**config.mk**
```make
export PLATFORM = sky130hd
export DESIGN_NAME = weight_preload_pbuf
export DESIGN_NICKNAME = d
export VERILOG_FILES = /design/src/rtl/weight_preload_pbuf.sv
export SDC_FILE = /design/constraint.sdc
export NUM_CORES = 1
export LEC_CHECK = 0
export ABC_AREA = 0
export CAP_MARGIN = 10
export CORE_MARGIN = 5
export CORE_UTILIZATION = 55
export DETAILED_ROUTE_END_ITERATION = 10
export DONT_BUFFER_PORTS = 1
export PLACE_DENSITY_LB_ADDON = 0.05
export SYNTH_ARGS = -nofsm -noshare
export SYNTH_HDL_FRONTEND = slang
export SYNTH_SLANG_ARGS = --single-unit
```
**constraint.sdc**
```tcl
create_clock -name clk -period 1.55 [get_ports clk]
set_input_delay 0.31 -clock clk [delete_from_list [all_inputs] [get_ports clk]]
set_output_delay 0.31 -clock clk [all_outputs]
set_load 0.005 [all_outputs]
```
**src/rtl/weight_preload_pbuf.sv**
```systemverilog
`default_nettype none
// ============================================================================
// weight_preload_pbuf: K x K weight preload buffer. Define WEIGHT_PRELOAD_DBUF_EN
// for a separate active bank; otherwise weights_out shows the shadow array.
// Revision: 1.0
// ============================================================================
module weight_preload_pbuf #(
    parameter int K  = 5,
    parameter int WW = 1
) (
    input  logic                clk,
    input  logic                rst_n,
    input  logic                start,
    input  logic [K*WW-1:0]     wt_in,
    input  logic                wt_valid,
    output logic                wt_ready,
    output logic                load_done,
    input  logic                swap,
    output logic [K*K*WW-1:0]   weights_out,
    output logic                active_valid
);
    localparam int c_cw = $clog2(K + 1);
    localparam int c_nb = K * K * WW;
    localparam logic [c_cw-1:0] c_last = c_cw'(K - 1);
    localparam logic [c_cw-1:0] c_one  = c_cw'(1);

    typedef enum logic [1:0] {
        ST_IDLE = 2'd0,
        ST_LOAD = 2'd1,
        ST_FULL = 2'd2
    } state_t;

    state_t            r_state;
    state_t            w_state_nxt;
    logic [c_cw-1:0]   r_col_cnt;
    logic [c_cw-1:0]   w_col_cnt_nxt;
    logic [c_nb-1:0]   r_sh;
    logic [c_nb-1:0]   w_sh_shift;
    logic              r_load_done;
    logic              r_active_valid;
    logic              w_accept;
    logic              w_last;
    logic              w_commit;
    logic              w_restart;
    logic              w_av_clr;

    // swap wins over start in FULL; a beat arriving with start is dropped
    always_comb begin
        w_commit      = (r_state == ST_FULL) && swap;
        w_restart     = start && !w_commit;
        w_accept      = (r_state == ST_LOAD) && wt_valid && !start;
        w_last        = w_accept && (r_col_cnt == c_last);
        w_state_nxt   = r_state;
        w_col_cnt_nxt = r_col_cnt;
        if (w_restart) begin
            w_state_nxt   = ST_LOAD;
            w_col_cnt_nxt = '0;
        end else begin
            case (r_state)
                ST_IDLE: ;
                ST_LOAD: begin
                    if (w_accept) begin
                        w_col_cnt_nxt = r_col_cnt + c_one;
                        if (w_last) begin
                            w_state_nxt = ST_FULL;
                        end
                    end
                end
                ST_FULL: begin
                    if (w_commit) begin
                        w_state_nxt = ST_IDLE;
                    end
                end
                default: w_state_nxt = ST_IDLE;
            endcase
        end
    end

    // New column enters at c=0; older columns move toward c=K-1
    for (genvar r = 0; r < K; r++) begin : g_row
        assign w_sh_shift[(r*K)*WW +: WW] = wt_in[r*WW +: WW];
        for (genvar c = 1; c < K; c++) begin : g_col
            assign w_sh_shift[((r*K)+c)*WW +: WW] = r_sh[((r*K)+c-1)*WW +: WW];
        end
    end

    always_ff @(posedge clk or negedge rst_n) begin
        if (!rst_n) begin
            r_state        <= ST_IDLE;
            r_col_cnt      <= '0;
            r_sh           <= '0;
            r_load_done    <= 1'b0;
            r_active_valid <= 1'b0;
        end else begin
            r_state     <= w_state_nxt;
            r_col_cnt   <= w_col_cnt_nxt;
            r_load_done <= w_last;
            if (w_accept) begin
                r_sh <= w_sh_shift;
            end
            if (w_commit) begin
                r_active_valid <= 1'b1;
            end else if (w_av_clr) begin
                r_active_valid <= 1'b0;
            end
        end
    end

`ifdef WEIGHT_PRELOAD_DBUF_EN
    logic [c_nb-1:0] r_ac;

    always_ff @(posedge clk or negedge rst_n) begin
        if (!rst_n) begin
            r_ac <= '0;
        end else if (w_commit) begin
            r_ac <= r_sh;
        end
    end

    assign w_av_clr    = 1'b0;
    assign weights_out = r_ac;
`else
    // Single bank: a new load invalidates the kernel the PE array sees
    assign w_av_clr    = w_restart;
    assign weights_out = r_sh;
`endif

    assign wt_ready     = (r_state == ST_LOAD);
    assign load_done    = r_load_done;
    assign active_valid = r_active_valid;

endmodule
`default_nettype wire

```
* Word level (Yosys, flattened, before mapping) *
Cells that the tools add are included.
Widths: inputs -> output; s select.

storage, ports and cells
  bits in registers = 32
  input bits = 10
  output and inout bits = 28
  logic and storage cells = 36

cells by class
  $add $sub $neg = 1
  equal/unequal tests = 7
  muxes and demuxes = 10
  reductions and logical operators = 13

operator list
  operator             count
  $mux 3               3
  $mux 2               4
  $ne 3x1->1 const B   2
  $pmux 2 s3           1
  $reduce_bool 2->1    3
  $logic_and 1x1->1    5
  $reduce_and 4->1     1
  $add 3x1->3 const B  1
  $eq 3x3->1 const B   1
  $ne 3x3->1 const B   1
  $eq 2x1->1 const B   1
  $eq 2x2->1 const B   1
  $logic_not 1->1      2
  $logic_not 2->1      1
  $mux 1               2
  $ne 2x2->1 const B   1
  $reduce_and 2->1     1

* Depth between registers and ports, before layout *
Gate-level depths: netlist (run 1).

  word-level depth = 8
  mapped depth = 4
  gate-level depth less buffers = 4

* Worst setup path before layout (run 1) *
OpenSTA, ideal clock, no wires.

  path kind = register to register
  start point = reg r_state[1]
  end point = reg r_sh[20], in the netlist weights_out[20]
  library setup time = 125 ps
  arrival = 1201 ps
  required time = 1425 ps
  setup slack = 224 ps
  cell stages (with the launch flop) = 4
  path buffers = 1
  period minus slack after synthesis = 1326 ps
  cell sequence = dfrtp_1 > and4bb_4 > clkbuf_8 > mux2_2

on the way
  longest elaborated chain between the ends = 3

ends and longest elaborated chain
  element                          RTL line  text
  start: declaration               33        state_t r_state;
  start signal: assignment         95        r_state <= w_state_nxt;
  $eq 2x1->1                       51        w_accept = (r_state == ST_LOAD) && wt_valid && !start;
  $logic_and 1x1->1 (2 in series)  51
  end signal: assignment           99        r_sh <= w_sh_shift;
  end: declaration                 37        logic [c_nb-1:0] r_sh;

No other way between the ends.
A chain may end at the register's enable or synchronous reset.

* Worst setup path in the final report (run 1) *
  start point = reg r_state[1]
  end point = reg r_sh[15], in the netlist weights_out[15]

The elaborated chain is that of the path after synthesis.

==> flow_summary.json, run 1 <==
{
  "outcome": "complete, no violations",
  "gp_congestion": 0.737,
  "io_buffers": 0,
  "syn_to_final_growth_pct": 8.25,
  "ant_nets": 0,
  "grt.total_usage_pct": 13.7,
  "clock-sinks": 32,
  "clk_pin_slew_worst_paths_ns": 0.09,
  "vias_per_cell": 5.65,
  "n_antenna_cell": 0,
  "hold_path.class": "in2reg",
  "vias": 672,
  "fp.dieW_um": 58.4,
  "clock_latency_ns": 0.32,
  "vdd_drop_max_mv": 1.03,
  "cts.path.max_buffers": 2,
  "relSlewSlack_pct": 79.8,
  "dieArea_mm2": 0.00341,
  "drive_gt1_share_pct": 39.6,
  "grt_pass1_wl_um": 3400,
  "drv_cap": 0,
  "nets": 102,
  "syn_area_per_cell_um2": 15.5,
  "p_leak_nw": 0.612,
  "syn_inst": 83,
  "startpoint_type": "flop",
  "grt_overflow_total": 0,
  "fin_tns_setup_ns": 0,
  "setup_violations": 0,
  "wl_per_cell_um": 16.9,
  "yosysSeqAreaShare_pct": 62.1,
  "report.final.slew_viol_count": 0,
  "clockRootBuffer": "clkbuf_4",
  "r2r.worst_path.cells": 3,
  "pre_cts_ws_ns": 0.146,
  "core-area_mm2": 0.00223,
  "worstPathArrival_ns": 1.62,
  "power_density_mw_per_mm2": 1530,
  "wl_um": 2010,
  "timing.hold.ws_ns": 0.0422,
  "clock.fmax_ghz": 0.711,
  "synth_cell_types": 20,
  "syn-num-nets": 95,
  "yosysWarnings": 0,
  "drc": 0,
  "min_period_ns": 1.41,
  "grt_max_degree": 33,
  "hold_viol": 0,
  "setup_ws_ns": 0.144,
  "hold_depth": 1,
  "grt_setup_unrepaired": "no",
  "ys_ff_latch": 32,
  "first_pass_iters": 3,
  "cts_setup_buffers": 0,
  "tightestPinTransition_ns": 0.299,
  "critical_path_class": "reg2reg",
  "worst_ep_required_time_ns": 1.76,
  "numCtsBuffers": 5,
  "fp-row-count": 17,
  "drt_iter0_markers": 14,
  "die_h_um": 58.4,
  "syn_area_mm2": 0.00129,
  "critPathCaptureType": "flop",
  "dp_hpwl_um": 1390,
  "antenna_found_initial": 0,
  "pin_count": 38,
  "cts_tree": "done",
  "htreeDepth": 2,
  "fin_crit_sh_pct": 90.7,
  "start_util_pct": 57.7,
  "final.setup_skew_ns": 0.00638,
  "grt_pass1_vias": 761,
  "worstPathMaxFanout": 31
}
==> sequential cells by signal (all words and copies together) (netlist names) <==
signal	count
active_valid	1
r_col_cnt	3
weights_out	25
load_done	1
r_state	2
==> critical path, cell delays in order (launching register included) <==
cell	delay, ns
dfrtp_1	0.42
and4bb_4	0.33
buf_12	0.19
mux2_2	0.35
==> power breakdown <==
group          switching, mW  internal, mW
Clock                  0.267         0.222
Combinational         0.0935         0.217
Sequential             0.238          1.10
Total                  0.599          1.53
==> path summary, 6_finish.rpt <==
kind / startpoint / endpoint / slack, ns
worst max-delay path: r_state[1] / weights_out[15] / 0.14
worst min-delay path: start / r_state[1] / 0.04
worst max register to register: r_state[1] / weights_out[15] / 0.14
worst min register to register: r_state[1] / r_state[0] / 0.53
max in group asynchronous: rst_n / weights_out[10] / 0.97
min in group asynchronous: rst_n / r_state[0] / 0.42
==> kinds of logic after synthesis <==
logic type / Yosys count / share of synthesized area, %
buf+inv: 7 / 4.37
fa+ha+maj: 2 / 1.94
compound gates: 6 / 3.20
xor+xnor: 1 / 0.680
simple gates: 9 / 5.05
mux: 26 / 22.6
flops: 32 / 62.1
==> metrics by stage <==
stage                     instances  utilization (%)  cell area [µm²]  total power [mW]
after detailed placement        109             58.3             1300              1.66
after global placement          109             58.3             1300              1.63
after CTS                       119             62.5             1400              2.18
final                           119             62.5             1400              2.13
after floorplan                  83                -             1290              1.56
after global routing            119             62.5             1400              2.29
==> routing by layer <==
layer	track usage, %	vias up	wire length (µm)	part of all wire [%]
met2	20.6	29	945	47
met3	7.68	7	233	12
li1	-	304	-	-
met4	10.9	0	70	3.5
met1	13.8	332	763	38
met5	0	-	0	0
==> area by class of cell <==
class	instances	area, µm²
clock inverters	1	7.51
flip-flops and latches	32	801
inverters	4	15.0
multi-input cells	44	432
repair buffers	3	50.0
clock buffers	7	55.1
well taps	28	35.0
fillers	194	838
==> cells in the mapped netlist, drive strengths merged <==
| cell type | n | area (µm²) |
|---|---|---|
| o21ai | 1 | 5.00 |
| xnor2 | 1 | 8.76 |
| ha | 2 | 25.0 |
| nor2 | 2 | 7.51 |
| nand3b | 1 | 7.51 |
| o41ai | 1 | 8.76 |
| nand3 | 1 | 5.00 |
| dfrtp | 32 | 801 |
| a31oi | 1 | 6.26 |
| and3 | 1 | 11.3 |
| nor3b | 1 | 7.51 |
| mux2 | 25 | 282 |
| nand2 | 1 | 3.75 |
| mux2i | 1 | 10.0 |
| o2111a | 1 | 11.3 |
| inv | 4 | 15.0 |
| clkbuf | 3 | 41.3 |
| a21oi | 2 | 10.0 |
| or2 | 1 | 6.26 |
| and4bb | 1 | 16.3 |
==> layout by cell type, fill, tap and decap left out, types with 2 or more instances in the layout <==
master	count
a21oi_1	2
buf_12	2
clkbuf_4	5
dfrtp_1	32
ha_1	2
inv_1	4
mux2_2	25
nor2_1	2
==> repair_timing <==
item	4_1_cts	5_1_grt
hold buffers	2	0
gates resized for setup	0	0
hold endpoints to repair	32	0
Power figures use the tool's default switching activity.
==> run 2, diff against run 1 <==
--- a/config.mk
+++ b/config.mk
@@ -8,7 +8,7 @@
 export ABC_AREA = 0
 export CAP_MARGIN = 10
 export CORE_MARGIN = 5
-export CORE_UTILIZATION = 55
+export CORE_UTILIZATION = 54
 export DETAILED_ROUTE_END_ITERATION = 10
 export DONT_BUFFER_PORTS = 1
 export PLACE_DENSITY_LB_ADDON = 0.05
==> constraint.sdc (replaced) <==
create_clock -name clk -period 1.2 [get_ports clk]
set_input_delay 0.24 -clock clk [delete_from_list [all_inputs] [get_ports clk]]
set_output_delay 0.24 -clock clk [all_outputs]
set_load 0.005 [all_outputs]
==> flow_summary.json, run 2 (synthesis gave the netlist of run 1 again) <==
{
  "outcome": "finished with violations",
  "violations": "setup timing",
  "vdd_drop_max_mv": 1.27,
  "clock.fmax_ghz": 0.744,
  "clk_pin_slew_worst_paths_ns": 0.09,
  "crit_path_start": "r_state[1]",
  "clockRootBuffer": "clkbuf_4",
  "switching_share_pct": 28.0,
  "rrSetupSlack_ns": -0.14,
  "tightestPinTransition_ns": 0.252,
  "dp.cells": 112,
  "drive_gt1_share_pct": 45.3,
  "gp_congestion": 0.669,
  "first_pass_iters": 4,
  "fin_cells": 123,
  "fin_crit_sh_pct": 112,
  "start_util_pct": 57.2,
  "core-area_mm2": 0.00225,
  "n_fill_cell": 157,
  "wl_um": 2190,
  "numCtsBuffers": 5,
  "final.setup_skew_ns": 0.00725,
  "vias_per_cell": 5.77,
  "grt_max_degree": 33,
  "clock_latency_ns": 0.32,
  "cts.path.max_buffers": 2,
  "sequentialPowerShare_pct": 61.6,
  "crit_end": "weights_out[22]",
  "clock-sinks": 32,
  "r2r_start": "r_state[1]",
  "drt_iter0_markers": 14,
  "r2r.worst_path.cells": 3,
  "die_h_um": 58.9,
  "antenna_found_initial": 0,
  "drc": 0,
  "worstPathMaxFanout": 10,
  "power.internal_mw": 2.03,
  "pwr-share-clk_pct": 19.4,
  "dieArea_mm2": 0.00346,
  "critical_path_class": "reg2reg",
  "relSlewSlack_pct": 83.1,
  "p_leak_nw": 0.694,
  "largest_reg_flops": 25,
  "setup_ws_ns": -0.145,
  "dp_hpwl_um": 1480,
  "fp-row-count": 17,
  "wl_per_cell_um": 17.8,
  "syn_to_final_growth_pct": 18.1,
  "r2r-end": "weights_out[22]",
  "power_density_mw_per_mm2": 1850,
  "setup_violations": 29,
  "vias": 710,
  "fin_tns_setup_ns": -3.52,
  "fp.dieW_um": 58.9,
  "hold_viol": 0,
  "worstPathArrival_ns": 1.56,
  "worst_ep_required_time_ns": 1.41,
  "layout_common_cells": "dfrtp_1, mux2_4, mux2_2",
  "grt_setup_unrepaired": "yes",
  "cts_tree": "done",
  "ant_nets": 0,
  "grt.total_usage_pct": 14.9,
  "final_common_cell": "dfrtp_1",
  "nets": 107,
  "power.switching_mw": 0.790,
  "report.final.slew_viol_count": 0,
  "combPwrFrac_pct": 19.0,
  "startpoint_type": "flop",
  "io_buffers": 0,
  "grt_overflow_total": 0,
  "drv_cap": 0,
  "grt_pass1_wl_um": 3730,
  "n_antenna_cell": 0,
  "min_period_ns": 1.34,
  "grt_pass1_vias": 814,
  "pin_count": 38,
  "htreeDepth": 2,
  "critPathCaptureType": "flop",
  "hold_path.class": "in2reg"
}
-- run 2: power groups by stage --
stage               Combinational, mW  Sequential (mW)  Clock, mW
finish                          0.536             1.73      0.545
global route                    0.593             1.79      0.632
CTS                             0.486             1.74      0.567
detailed placement              0.397             1.76          0
global placement                0.379             1.75          0
floorplan                       0.355             1.66          0
-- run 2: worst min path at each step --
stage / from / endpoint / slack (ns) / cells past startpoint
finish: start / active_valid / 0.04 / 1
global route: start / active_valid / 0.02 / 1
floorplan: rst_n / active_valid / -0.06 / 0
detailed placement: rst_n / load_done / -0.05 / 0
global placement: rst_n / active_valid / -0.05 / 0
CTS: start / active_valid / 0.03 / 1
-- run 2: final cells by class --
type / instances / area (µm²) / area share (%)
clock inverters: 1 / 5.00 / 0.329
well taps: 28 / 35.0 / 2.30
clock buffers: 6 / 41.3 / 2.71
flip-flops and latches: 32 / 801 / 52.6
multi-input cells: 44 / 505 / 33.2
repair buffers: 8 / 119 / 7.81
inverters: 4 / 15.0 / 0.987
-- run 2: metrics by stage --
step | util [%] | power, mW | setup WS, ns | hold slack [ns] | area [µm²]
after floorplan | - | 2.01 | -0.126 | -0.0556 | 1290
after global placement | 60.0 | 2.13 | -0.108 | -0.0549 | 1350
after detailed placement | 60.0 | 2.16 | -0.129 | -0.0547 | 1350
after CTS | 65.4 | 2.80 | -0.140 | 0.0285 | 1470
after global routing | 67.5 | 3.01 | -0.202 | 0.0209 | 1520
final | 67.5 | 2.82 | -0.145 | 0.0398 | 1520
-- run 2: per-layer routing --
metal	up-vias	wire length, µm	global-route usage, %
met2	29	972	20.5
met5	-	0	0
met1	362	945	19.0
li1	312	-	-
met3	7	217	6.80
met4	0	53	8.74
-- run 2: critical path, cell delays in order (launching register included) --
cell      delay [ns]
dfrtp_1         0.38
and4bb_4        0.37
buf_12          0.15
mux2_2          0.33
-- run 2: timing repair --
action                                 4_1_cts  5_1_grt
hold buffers                                 3        0
endpoints found under the hold margin       36        0
pin swaps                                    1        0
gates resized for setup                      8       11
buffers inserted                             0        1
setup endpoints to repair                   29       32
==> run 3, diff against run 2 <==
--- a/config.mk
+++ b/config.mk
@@ -12,6 +12,7 @@
 export DETAILED_ROUTE_END_ITERATION = 10
 export DONT_BUFFER_PORTS = 1
 export PLACE_DENSITY_LB_ADDON = 0.05
+export SLEW_MARGIN = 20
 export SYNTH_ARGS = -nofsm -noshare
 export SYNTH_HDL_FRONTEND = slang
 export SYNTH_SLANG_ARGS = --single-unit
==> results of run 3 <==
Final layout, timing and power as in run 2 (identical DEF).
